File: src/rtl/core_mem_pkg.sv
`default_nettype none
// ----------------------------------------------------------------------------
// core_mem_pkg : response-owner encoding and arbitration defaults
// Rev 1.0
// ----------------------------------------------------------------------------
package core_mem_pkg;

  typedef enum logic [1:0] {
    OWN_NONE = 2'd0,
    OWN_IF   = 2'd1,
    OWN_D    = 2'd2
  } owner_e;

  localparam int STARVE_MAX_DEF = 4;
  localparam int STARVE_CNT_W   = 4;

endpackage
`default_nettype wire

File: src/rtl/unified_mem_arbiter_if.sv
`default_nettype none
// ----------------------------------------------------------------------------
// unified_mem_arbiter_if : fetch, data and memory-command bundle of the arbiter
// Rev 1.0
// ----------------------------------------------------------------------------
interface unified_mem_arbiter_if #(
  parameter int ADDR_W = 32,
  parameter int DATA_W = 32
);

  logic              if_req_i;
  logic [ADDR_W-1:0] if_addr_i;
  logic              if_gnt_o;
  logic              if_rvalid_o;
  logic [DATA_W-1:0] if_rdata_o;

  logic                d_req_i;
  logic                d_we_i;
  logic [ADDR_W-1:0]   d_addr_i;
  logic [DATA_W-1:0]   d_wdata_i;
  logic [DATA_W/8-1:0] d_be_i;
  logic                d_gnt_o;
  logic                d_rvalid_o;
  logic [DATA_W-1:0]   d_rdata_o;

  logic                mem_req_o;
  logic                mem_we_o;
  logic [ADDR_W-1:0]   mem_addr_o;
  logic [DATA_W-1:0]   mem_wdata_o;
  logic [DATA_W/8-1:0] mem_be_o;
  logic [DATA_W-1:0]   mem_rdata_i;

  modport slave (
    input  if_req_i, if_addr_i,
    input  d_req_i, d_we_i, d_addr_i, d_wdata_i, d_be_i,
    input  mem_rdata_i,
    output if_gnt_o, if_rvalid_o, if_rdata_o,
    output d_gnt_o, d_rvalid_o, d_rdata_o,
    output mem_req_o, mem_we_o, mem_addr_o, mem_wdata_o, mem_be_o
  );

  modport master (
    output if_req_i, if_addr_i,
    output d_req_i, d_we_i, d_addr_i, d_wdata_i, d_be_i,
    output mem_rdata_i,
    input  if_gnt_o, if_rvalid_o, if_rdata_o,
    input  d_gnt_o, d_rvalid_o, d_rdata_o,
    input  mem_req_o, mem_we_o, mem_addr_o, mem_wdata_o, mem_be_o
  );

endinterface
`default_nettype wire

File: src/rtl/arb_starve_ctr.sv
`default_nettype none
// ----------------------------------------------------------------------------
// arb_starve_ctr : data-first priority with a fetch starvation limit
// Rev 1.0
// ----------------------------------------------------------------------------
module arb_starve_ctr
  import core_mem_pkg::*;
#(
  parameter int STARVE_MAX = STARVE_MAX_DEF
) (
  input  logic clk_i,
  input  logic rst_i,
  input  logic if_req_i,
  input  logic d_req_i,
  output logic if_gnt_o,
  output logic d_gnt_o
);

  localparam logic [STARVE_CNT_W-1:0] c_starve_max = STARVE_CNT_W'(STARVE_MAX);

  logic [STARVE_CNT_W-1:0] starve_cnt_q;
  logic [STARVE_CNT_W-1:0] starve_cnt_d;

  always_comb begin
    if_gnt_o     = 1'b0;
    d_gnt_o      = 1'b0;
    starve_cnt_d = starve_cnt_q;
    if (!rst_i) begin
      if (if_req_i && d_req_i) begin
        // Fetch wins only once it has watched STARVE_MAX data grants go by.
        if (starve_cnt_q == c_starve_max) begin
          if_gnt_o = 1'b1;
        end else begin
          d_gnt_o = 1'b1;
        end
      end else begin
        if_gnt_o = if_req_i;
        d_gnt_o  = d_req_i;
      end

      if (!if_req_i || if_gnt_o) begin
        starve_cnt_d = '0;
      end else if (d_gnt_o) begin
        starve_cnt_d = starve_cnt_q + 1'b1;
      end
    end
  end

  always_ff @(posedge clk_i) begin
    if (rst_i) begin
      starve_cnt_q <= '0;
    end else begin
      starve_cnt_q <= starve_cnt_d;
    end
  end

endmodule
`default_nettype wire

File: src/rtl/unified_mem_arbiter.sv
`default_nettype none
// ----------------------------------------------------------------------------
// unified_mem_arbiter : shares one single-port memory between fetch and data
// Rev 1.0
// ----------------------------------------------------------------------------
module unified_mem_arbiter
  import core_mem_pkg::*;
#(
  parameter int ADDR_W     = 32,
  parameter int DATA_W     = 32,
  parameter int STARVE_MAX = STARVE_MAX_DEF
) (
  input  logic                 clk_i,
  input  logic                 rst_i,
  unified_mem_arbiter_if.slave bus
);

  logic if_gnt;
  logic d_gnt;

  logic [ADDR_W-1:0]   mem_addr;
  logic [DATA_W-1:0]   mem_wdata;
  logic [DATA_W/8-1:0] mem_be;

  owner_e owner_q;
  owner_e owner_d;

  logic if_rvalid;
  logic d_rvalid;

  arb_starve_ctr #(
    .STARVE_MAX(STARVE_MAX)
  ) u_arb (
    .clk_i    (clk_i),
    .rst_i    (rst_i),
    .if_req_i (bus.if_req_i),
    .d_req_i  (bus.d_req_i),
    .if_gnt_o (if_gnt),
    .d_gnt_o  (d_gnt)
  );

  always_comb begin
    mem_addr  = '0;
    mem_wdata = '0;
    mem_be    = '0;
    if (d_gnt) begin
      mem_addr  = bus.d_addr_i;
      mem_wdata = bus.d_wdata_i;
      mem_be    = bus.d_be_i;
    end else if (if_gnt) begin
      mem_addr = bus.if_addr_i;
    end
  end

  assign bus.if_gnt_o    = if_gnt;
  assign bus.d_gnt_o     = d_gnt;
  assign bus.mem_req_o   = if_gnt | d_gnt;
  assign bus.mem_we_o    = d_gnt & bus.d_we_i;
  assign bus.mem_addr_o  = mem_addr;
  assign bus.mem_wdata_o = mem_wdata;
  assign bus.mem_be_o    = mem_be;

  // Stores complete at grant, so only reads claim next cycle's read data.
  always_comb begin
    owner_d = OWN_NONE;
    if (d_gnt && !bus.d_we_i) begin
      owner_d = OWN_D;
    end else if (if_gnt) begin
      owner_d = OWN_IF;
    end
  end

  always_ff @(posedge clk_i) begin
    if (rst_i) begin
      owner_q <= OWN_NONE;
    end else begin
      owner_q <= owner_d;
    end
  end

  assign if_rvalid       = !rst_i && (owner_q == OWN_IF);
  assign d_rvalid        = !rst_i && (owner_q == OWN_D);
  assign bus.if_rvalid_o = if_rvalid;
  assign bus.d_rvalid_o  = d_rvalid;
  assign bus.if_rdata_o  = if_rvalid ? bus.mem_rdata_i : '0;
  assign bus.d_rdata_o   = d_rvalid  ? bus.mem_rdata_i : '0;

endmodule
`default_nettype wire

File: src/flat_wrapper.sv
// flat-port wrapper written by rule: the top's interface ports become plain ports
module unified_mem_arbiter_flat import core_mem_pkg::*;
#(
  parameter int ADDR_W     = 32,
  parameter int DATA_W     = 32,
  parameter int STARVE_MAX = STARVE_MAX_DEF
)
  (clk_i, rst_i, bus_if_req_i, bus_if_addr_i, bus_d_req_i, bus_d_we_i, bus_d_addr_i, bus_d_wdata_i, bus_d_be_i, bus_mem_rdata_i, bus_if_gnt_o, bus_if_rvalid_o, bus_if_rdata_o, bus_d_gnt_o, bus_d_rvalid_o, bus_d_rdata_o, bus_mem_req_o, bus_mem_we_o, bus_mem_addr_o, bus_mem_wdata_o, bus_mem_be_o);
  unified_mem_arbiter_if #(.ADDR_W(ADDR_W), .DATA_W(DATA_W)) bus_i ();
  input  logic clk_i;
  input  logic rst_i;
  input wire logic [$bits(bus_i.if_req_i)-1:0] bus_if_req_i;
  input wire logic [$bits(bus_i.if_addr_i)-1:0] bus_if_addr_i;
  input wire logic [$bits(bus_i.d_req_i)-1:0] bus_d_req_i;
  input wire logic [$bits(bus_i.d_we_i)-1:0] bus_d_we_i;
  input wire logic [$bits(bus_i.d_addr_i)-1:0] bus_d_addr_i;
  input wire logic [$bits(bus_i.d_wdata_i)-1:0] bus_d_wdata_i;
  input wire logic [$bits(bus_i.d_be_i)-1:0] bus_d_be_i;
  input wire logic [$bits(bus_i.mem_rdata_i)-1:0] bus_mem_rdata_i;
  output wire logic [$bits(bus_i.if_gnt_o)-1:0] bus_if_gnt_o;
  output wire logic [$bits(bus_i.if_rvalid_o)-1:0] bus_if_rvalid_o;
  output wire logic [$bits(bus_i.if_rdata_o)-1:0] bus_if_rdata_o;
  output wire logic [$bits(bus_i.d_gnt_o)-1:0] bus_d_gnt_o;
  output wire logic [$bits(bus_i.d_rvalid_o)-1:0] bus_d_rvalid_o;
  output wire logic [$bits(bus_i.d_rdata_o)-1:0] bus_d_rdata_o;
  output wire logic [$bits(bus_i.mem_req_o)-1:0] bus_mem_req_o;
  output wire logic [$bits(bus_i.mem_we_o)-1:0] bus_mem_we_o;
  output wire logic [$bits(bus_i.mem_addr_o)-1:0] bus_mem_addr_o;
  output wire logic [$bits(bus_i.mem_wdata_o)-1:0] bus_mem_wdata_o;
  output wire logic [$bits(bus_i.mem_be_o)-1:0] bus_mem_be_o;
  assign bus_i.if_req_i = bus_if_req_i;
  assign bus_i.if_addr_i = bus_if_addr_i;
  assign bus_i.d_req_i = bus_d_req_i;
  assign bus_i.d_we_i = bus_d_we_i;
  assign bus_i.d_addr_i = bus_d_addr_i;
  assign bus_i.d_wdata_i = bus_d_wdata_i;
  assign bus_i.d_be_i = bus_d_be_i;
  assign bus_i.mem_rdata_i = bus_mem_rdata_i;
  assign bus_if_gnt_o = bus_i.if_gnt_o;
  assign bus_if_rvalid_o = bus_i.if_rvalid_o;
  assign bus_if_rdata_o = bus_i.if_rdata_o;
  assign bus_d_gnt_o = bus_i.d_gnt_o;
  assign bus_d_rvalid_o = bus_i.d_rvalid_o;
  assign bus_d_rdata_o = bus_i.d_rdata_o;
  assign bus_mem_req_o = bus_i.mem_req_o;
  assign bus_mem_we_o = bus_i.mem_we_o;
  assign bus_mem_addr_o = bus_i.mem_addr_o;
  assign bus_mem_wdata_o = bus_i.mem_wdata_o;
  assign bus_mem_be_o = bus_i.mem_be_o;
  unified_mem_arbiter #(.ADDR_W(ADDR_W), .DATA_W(DATA_W), .STARVE_MAX(STARVE_MAX)) u_core (.clk_i(clk_i), .rst_i(rst_i), .bus(bus_i));
endmodule
File: config.mk
export PLATFORM = sky130hd
export DESIGN_NAME = unified_mem_arbiter_flat
export DESIGN_NICKNAME = d
export VERILOG_FILES = /design/src/rtl/core_mem_pkg.sv /design/src/rtl/unified_mem_arbiter_if.sv /design/src/rtl/arb_starve_ctr.sv /design/src/rtl/unified_mem_arbiter.sv /design/src/flat_wrapper.sv
export SDC_FILE = /design/constraint.sdc
export NUM_CORES = 1
export LEC_CHECK = 0
export CAP_MARGIN = 30
export CORE_AREA = 2 2 105 107
export CTS_CLUSTER_SIZE = 40
export DETAILED_ROUTE_END_ITERATION = 8
export DIE_AREA = 0 0 107 109
export PLACE_DENSITY = 0.71
export SLEW_MARGIN = 20
export SYNTH_ARGS = -nofsm -noshare
export SYNTH_HDL_FRONTEND = slang
export SYNTH_SLANG_ARGS = --single-unit
File: constraint.sdc
create_clock -name clk_i -period 1.9 [get_ports clk_i]
set_clock_uncertainty 0.15 [all_clocks]
set_input_delay 0.475 -clock clk_i [delete_from_list [all_inputs] [get_ports clk_i]]
set_output_delay 0.475 -clock clk_i [all_outputs]
set_load 0.05 [all_outputs]
After elaboration in Yosys (flattened, before gate mapping)
Index checks and enable logic that the tools add are counted.
Cells by class
  equality and inequality tests: 3
  bitwise gates (word level): 2
  muxes and demuxes: 16
  reductions and logical operators: 10
  $add $sub $neg: 1
Operator list (number)
  $mux W32: 5
  $mux W1: 9
  $add A4 B1 Y4 const B: 1
  $eq A4 B3 Y1 const B: 1
  $logic_and A1 B1 Y1: 4
  $mux W4: 1
  $reduce_or A2 Y1: 2
  $logic_not A1 Y1: 3
  $eq A2 B1 Y1 const B: 1
  $eq A2 B2 Y1 const B: 1
  $mux W2: 1
  $and A1 B1 Y1: 1
  $logic_or A1 B1 Y1: 1
  $or A1 B1 Y1: 1
Word-level totals
  output and inout port bits: 138
  flip-flop bits (word level): 6
  bits of input ports: 137
  logic and storage cells: 35

Logic depth before layout (Yosys ltp)
  depth after elaboration: 7
  gate-level depth with buffers: 7

Cells and area by module
From an unflattened synthesis, not the netlist that was laid out.
Unflattened totals
  cells, all modules: 185
  area, all modules: 1408.9 µm²
Modules (own cells, without submodules)
  unified_mem_arbiter: seq. area each 40.0 µm², area an instance 1171.1 µm², times used 1, cells each 160
  arb_starve_ctr: seq. area each 80.1 µm², area an instance 237.7 µm², times used 1, cells each 25

Least setup slack after synthesis
No wires, ideal clock.
  path type: input port to output port
  start: input port rst_i
  end: output port bus_mem_addr_o[22]
  setup slack: -0.487 ns
  data required time: 1.275 ns
  arrival: 1.762 ns
  cell stages on the path: 4
  cells stage by stage: nand2b_1 > a21oi_2 > buf_2 > a22o_1
On the way
  cells in the longest elaborated chain, start to end: 3
  elaborated cells between the ends (all ways): 4
  classes of those cells: mux: 4
RTL lines
  start: declaration: line flat_wrapper.sv:11  | input logic rst_i;
  $mux W1: line arb_starve_ctr.sv:28  | if (!rst_i) begin
  net bus_if_gnt_o: line flat_wrapper.sv:20  | output wire logic [$bits(bus_i.if_gnt_o)-1:0] bus_if_gnt_o;
  $mux W32: line unified_mem_arbiter.sv:50  | end else if (if_gnt) begin
  $mux W32: line unified_mem_arbiter.sv:46  | if (d_gnt) begin
  end: declaration: line flat_wrapper.sv:28  | output wire logic [$bits(bus_i.mem_addr_o)-1:0] bus_mem_addr_o;
The timed path passes the listed nets, and every way through them passes these cells.

Worst setup path after layout
  start: register u_core.u_arb.starve_cnt_q[0]
  end: output port bus_mem_req_o
On the way
  cells in the longest elaborated chain, start to end: 6
  elaborated cells between the ends (all ways): 10
  classes of those cells: eq/ne: 1; mux: 8; bitwise: 1
RTL lines
  start: declaration: line arb_starve_ctr.sv:21  | logic [STARVE_CNT_W-1:0] starve_cnt_q;
  start signal: assignment: line arb_starve_ctr.sv:53  | starve_cnt_q <= starve_cnt_d;
  $eq A4 B3 Y1 (*): line arb_starve_ctr.sv:31  | if (starve_cnt_q == c_starve_max) begin
  $mux W1: line arb_starve_ctr.sv:31
  $mux W1: line arb_starve_ctr.sv:29  | if (if_req_i && d_req_i) begin
  $mux W1 (2 in a row): line arb_starve_ctr.sv:28
  $or A1 B1 Y1 (*): line unified_mem_arbiter.sv:57  | assign bus.mem_req_o = if_gnt | d_gnt;
  end: declaration: line flat_wrapper.sv:26  | output wire logic [$bits(bus_i.mem_req_o)-1:0] bus_mem_req_o;
Mark *: on every way between the ends. The rest lies on a longest branch, timed or not. The select of a mux whose other input is x is not followed.

==> results.toml <==
[outcome]
status = "complete, but fails checks"
failed_checks = "negative setup slack"

[layout]
drive_gt1_share_pct = 68.1
fin_area_mm2 = 0.00666
area_growth_pct = 408
layout.cells.non_filler = 619
final.fill_count = 781
final_net_count = 620
diodes = 0

[placed_design]
dp.cells = 598
port_buffers = 274
hpwl_um = 8420
placed_area_mm2 = 0.00624
globalplace.congestion = 0.745

[worst_setup_path]
required_ns = 1.27
worstRegToRegCells = 6
critPathCaptureType = "primary output"
crit_cells = 8
cp_common_cell = "buf_12"
cp.arrival_ns = 1.75
cpPeakStageDelay_ns = 0.31
worst-path-buf-inv = 4
critPathTopFamily = "buffers and inverters"
reg2reg_slack_ns = 0.47
worstSetupPathType = "flip-flop to primary output"
cp_slowest_cell = "dfxtp_2"
start_kind = "flip-flop"
worstPathCellList = "inv_2, ha_4, nand3b_4, o211a_4, buf_12, buf_12, or2_4, buf_12"
crit_fanout = 6

[global_route]
grt_pass1_wl_um = 16000
antenna_found_initial = 0
globalRouteOverflowTotal = 0
grt_pass1_vias = 2867
grt_start_max_net_pins = 21
grt_usage_pct = 17.8

[routing]
detail-route-antenna-nets = 0
via_count = 2506
vias_per_cell = 4.05
first_pass_iters = 4
drc = 0
dr.first_iter.drc_count = 59
drt-total-wl_um = 10500
wl_per_cell_um = 17.0

[logic_synthesis]
synthFlopType = "dfxtp_1"
synth_most_common_cell = "and2_1"
synth_cell_type_count = 21
synth.avg_cell_area_um2 = 7.28
async_reset_ff_share_pct = 0
synth_seq_area_share_pct = 9.16
synth_warnings = 0
synth_common_cells = "101 x and2_1, 32 x a22o_1, 8 x buf_2"
ys_ff_latch = 6
synth_edf_count = 0
synth_largest_area_cell = "and2_1"
synth_area_mm2 = 0.00131
syn_inst = 180
synth_nets = 319
synth_top_area_share_pct = 48.2
synth_area_leaders = "and2_1 48%, a22o_1 21%, dfxtp_1 9.2%, buf_6 4.3%, buf_2 3.1%"

[timing]
slew_violations = 0
hold_viol = 0
worstMarginPinSlew_ns = 0.197
max_freq_mhz = 420
fin_ws_ns = -0.478
setup_viol = 138
min_period_ns = 2.38
rsz0062_at_grt = "true"
min_period_over_period_pct = 125
max_slew_margin_pct = 86.9

[cts]
clock_path_buffers = 2
cts_buffers = 3
hold_buffers = 0
clk_pin_slew_ns = 0.04
cts-htree-levels = 1
cts_root_buf = "clkbuf_8"
cts_tree = "done"
clk_latency_ns = 0.23
cts_sinks = 6

[power_and_ir_drop]
cellPowerDensity_mw_per_mm2 = 267
power_mw = 1.78
p_leak_nw = 2.83
ir_drop_uv = 186

[die]
core_mm2 = 0.0106
start_util_pct = 12.4
floorplan.rows = 38
ios = 275
die-area_mm2 = 0.0117
die_w_um = 107
die_height_um = 109

[worst_hold_path]
holdPathStages = 2
hold_class = "flip-flop to flip-flop"

[job]
cap_viol_max_count = 0
## power breakdown
group | total (mW) | internal (mW) | switching [mW]
clock | 0.199 | 0.137 | 0.0619
sequential | 0.132 | 0.130 | 0.00258
combinational | 1.45 | 0.821 | 0.628
total | 1.78 | 1.09 | 0.692
## cell families after synthesis
family / Yosys count / share of synthesized area, %
AOI/OAI and AO/OA: 35 / 23.2
xor gates and xnor gates: 2 / 1.34
adders and majority gates: 2 / 1.91
buffers and inverters: 22 / 9.92
DFF: 6 / 9.16
and+or+nand+nor: 113 / 54.5
## sequential cells by signal (all words and copies together), names as in the netlist
| name | count |
|---|---|
| u_core.owner_q | 2 |
| u_core.u_arb.starve_cnt_q | 4 |
## timing repair
| action | 4_1_cts | 5_1_grt |
|---|---|---|
| buffers inserted | 17 | 1 |
| resized for setup | 80 | 2 |
| gates cloned | 9 | 0 |
| hold endpoints to repair | 0 | 0 |
| setup endpoints to repair | 138 | 138 |
| pin swaps | 51 | 10 |
## final cells by class
| class | count | area (um^2) | share of cell area, % |
|---|---|---|---|
| repair buffers | 313 | 4650 | 69.9 |
| multi-input cells | 152 | 1650 | 24.7 |
| well taps | 140 | 175 | 2.63 |
| flip-flops and latches | 6 | 123 | 1.84 |
| clock buffers | 3 | 41.3 | 0.620 |
| inverters | 5 | 18.8 | 0.282 |
## layout by cell type (no fill, tap or decap), types with 3 or more instances in the layout
cell,synthesis,final
dfxtp_1,6,4
a22o_4,0,31
nor3_1,4,4
inv_1,5,3
buf_6,5,12
clkdlybuf4s50_1,0,133
buf_4,0,13
buf_12,0,149
and2_4,0,101
clkbuf_8,0,3
## final timing paths
kind | start | end
max | u_core.u_arb.starve_cnt_q[0]$_SDFFE_PP0N_ | bus_mem_req_o
min | u_core.u_arb.starve_cnt_q[0]$_SDFFE_PP0N_ | u_core.u_arb.starve_cnt_q[0]$_SDFFE_PP0N_
max reg2reg | u_core.u_arb.starve_cnt_q[0]$_SDFFE_PP0N_ | u_core.owner_q[1]$_SDFF_PP0_
min reg2reg | u_core.u_arb.starve_cnt_q[0]$_SDFFE_PP0N_ | u_core.u_arb.starve_cnt_q[0]$_SDFFE_PP0N_
## through the flow
stage / hold WS (ns) / setup WS (ns) / utilization, % / setup TNS [ns]
final: 0.376 / -0.478 / 62.8 / -39.90
after global routing: 0.401 / -0.525 / 62.8 / -47.30
after global placement: 0.353 / -0.674 / 58.9 / -78.02
after floorplan: 0.276 / -0.117 / - / -5.82
after detailed placement: 0.380 / -0.692 / 58.9 / -80.48
after CTS: 0.384 / -0.529 / 64.8 / -46.68
## worst reg2reg max path, cell delays in order (launching register included)
cell and delay [ns]:
dfxtp_2 0.31, inv_2 0.06, ha_4 0.13, nand3b_4 0.08, o211a_4 0.29, buf_4 0.16
nor2b_1 0.13
## routing by layer
metal	track usage (%)	vias up	routed length [um]
met1	16.6	1130	3160
met2	36.2	169	5990
li1	-	1202	-
met4	4.45	0	103
met3	6.40	5	1260
met5	0	-	0
(Power assumes the default switching activity.)
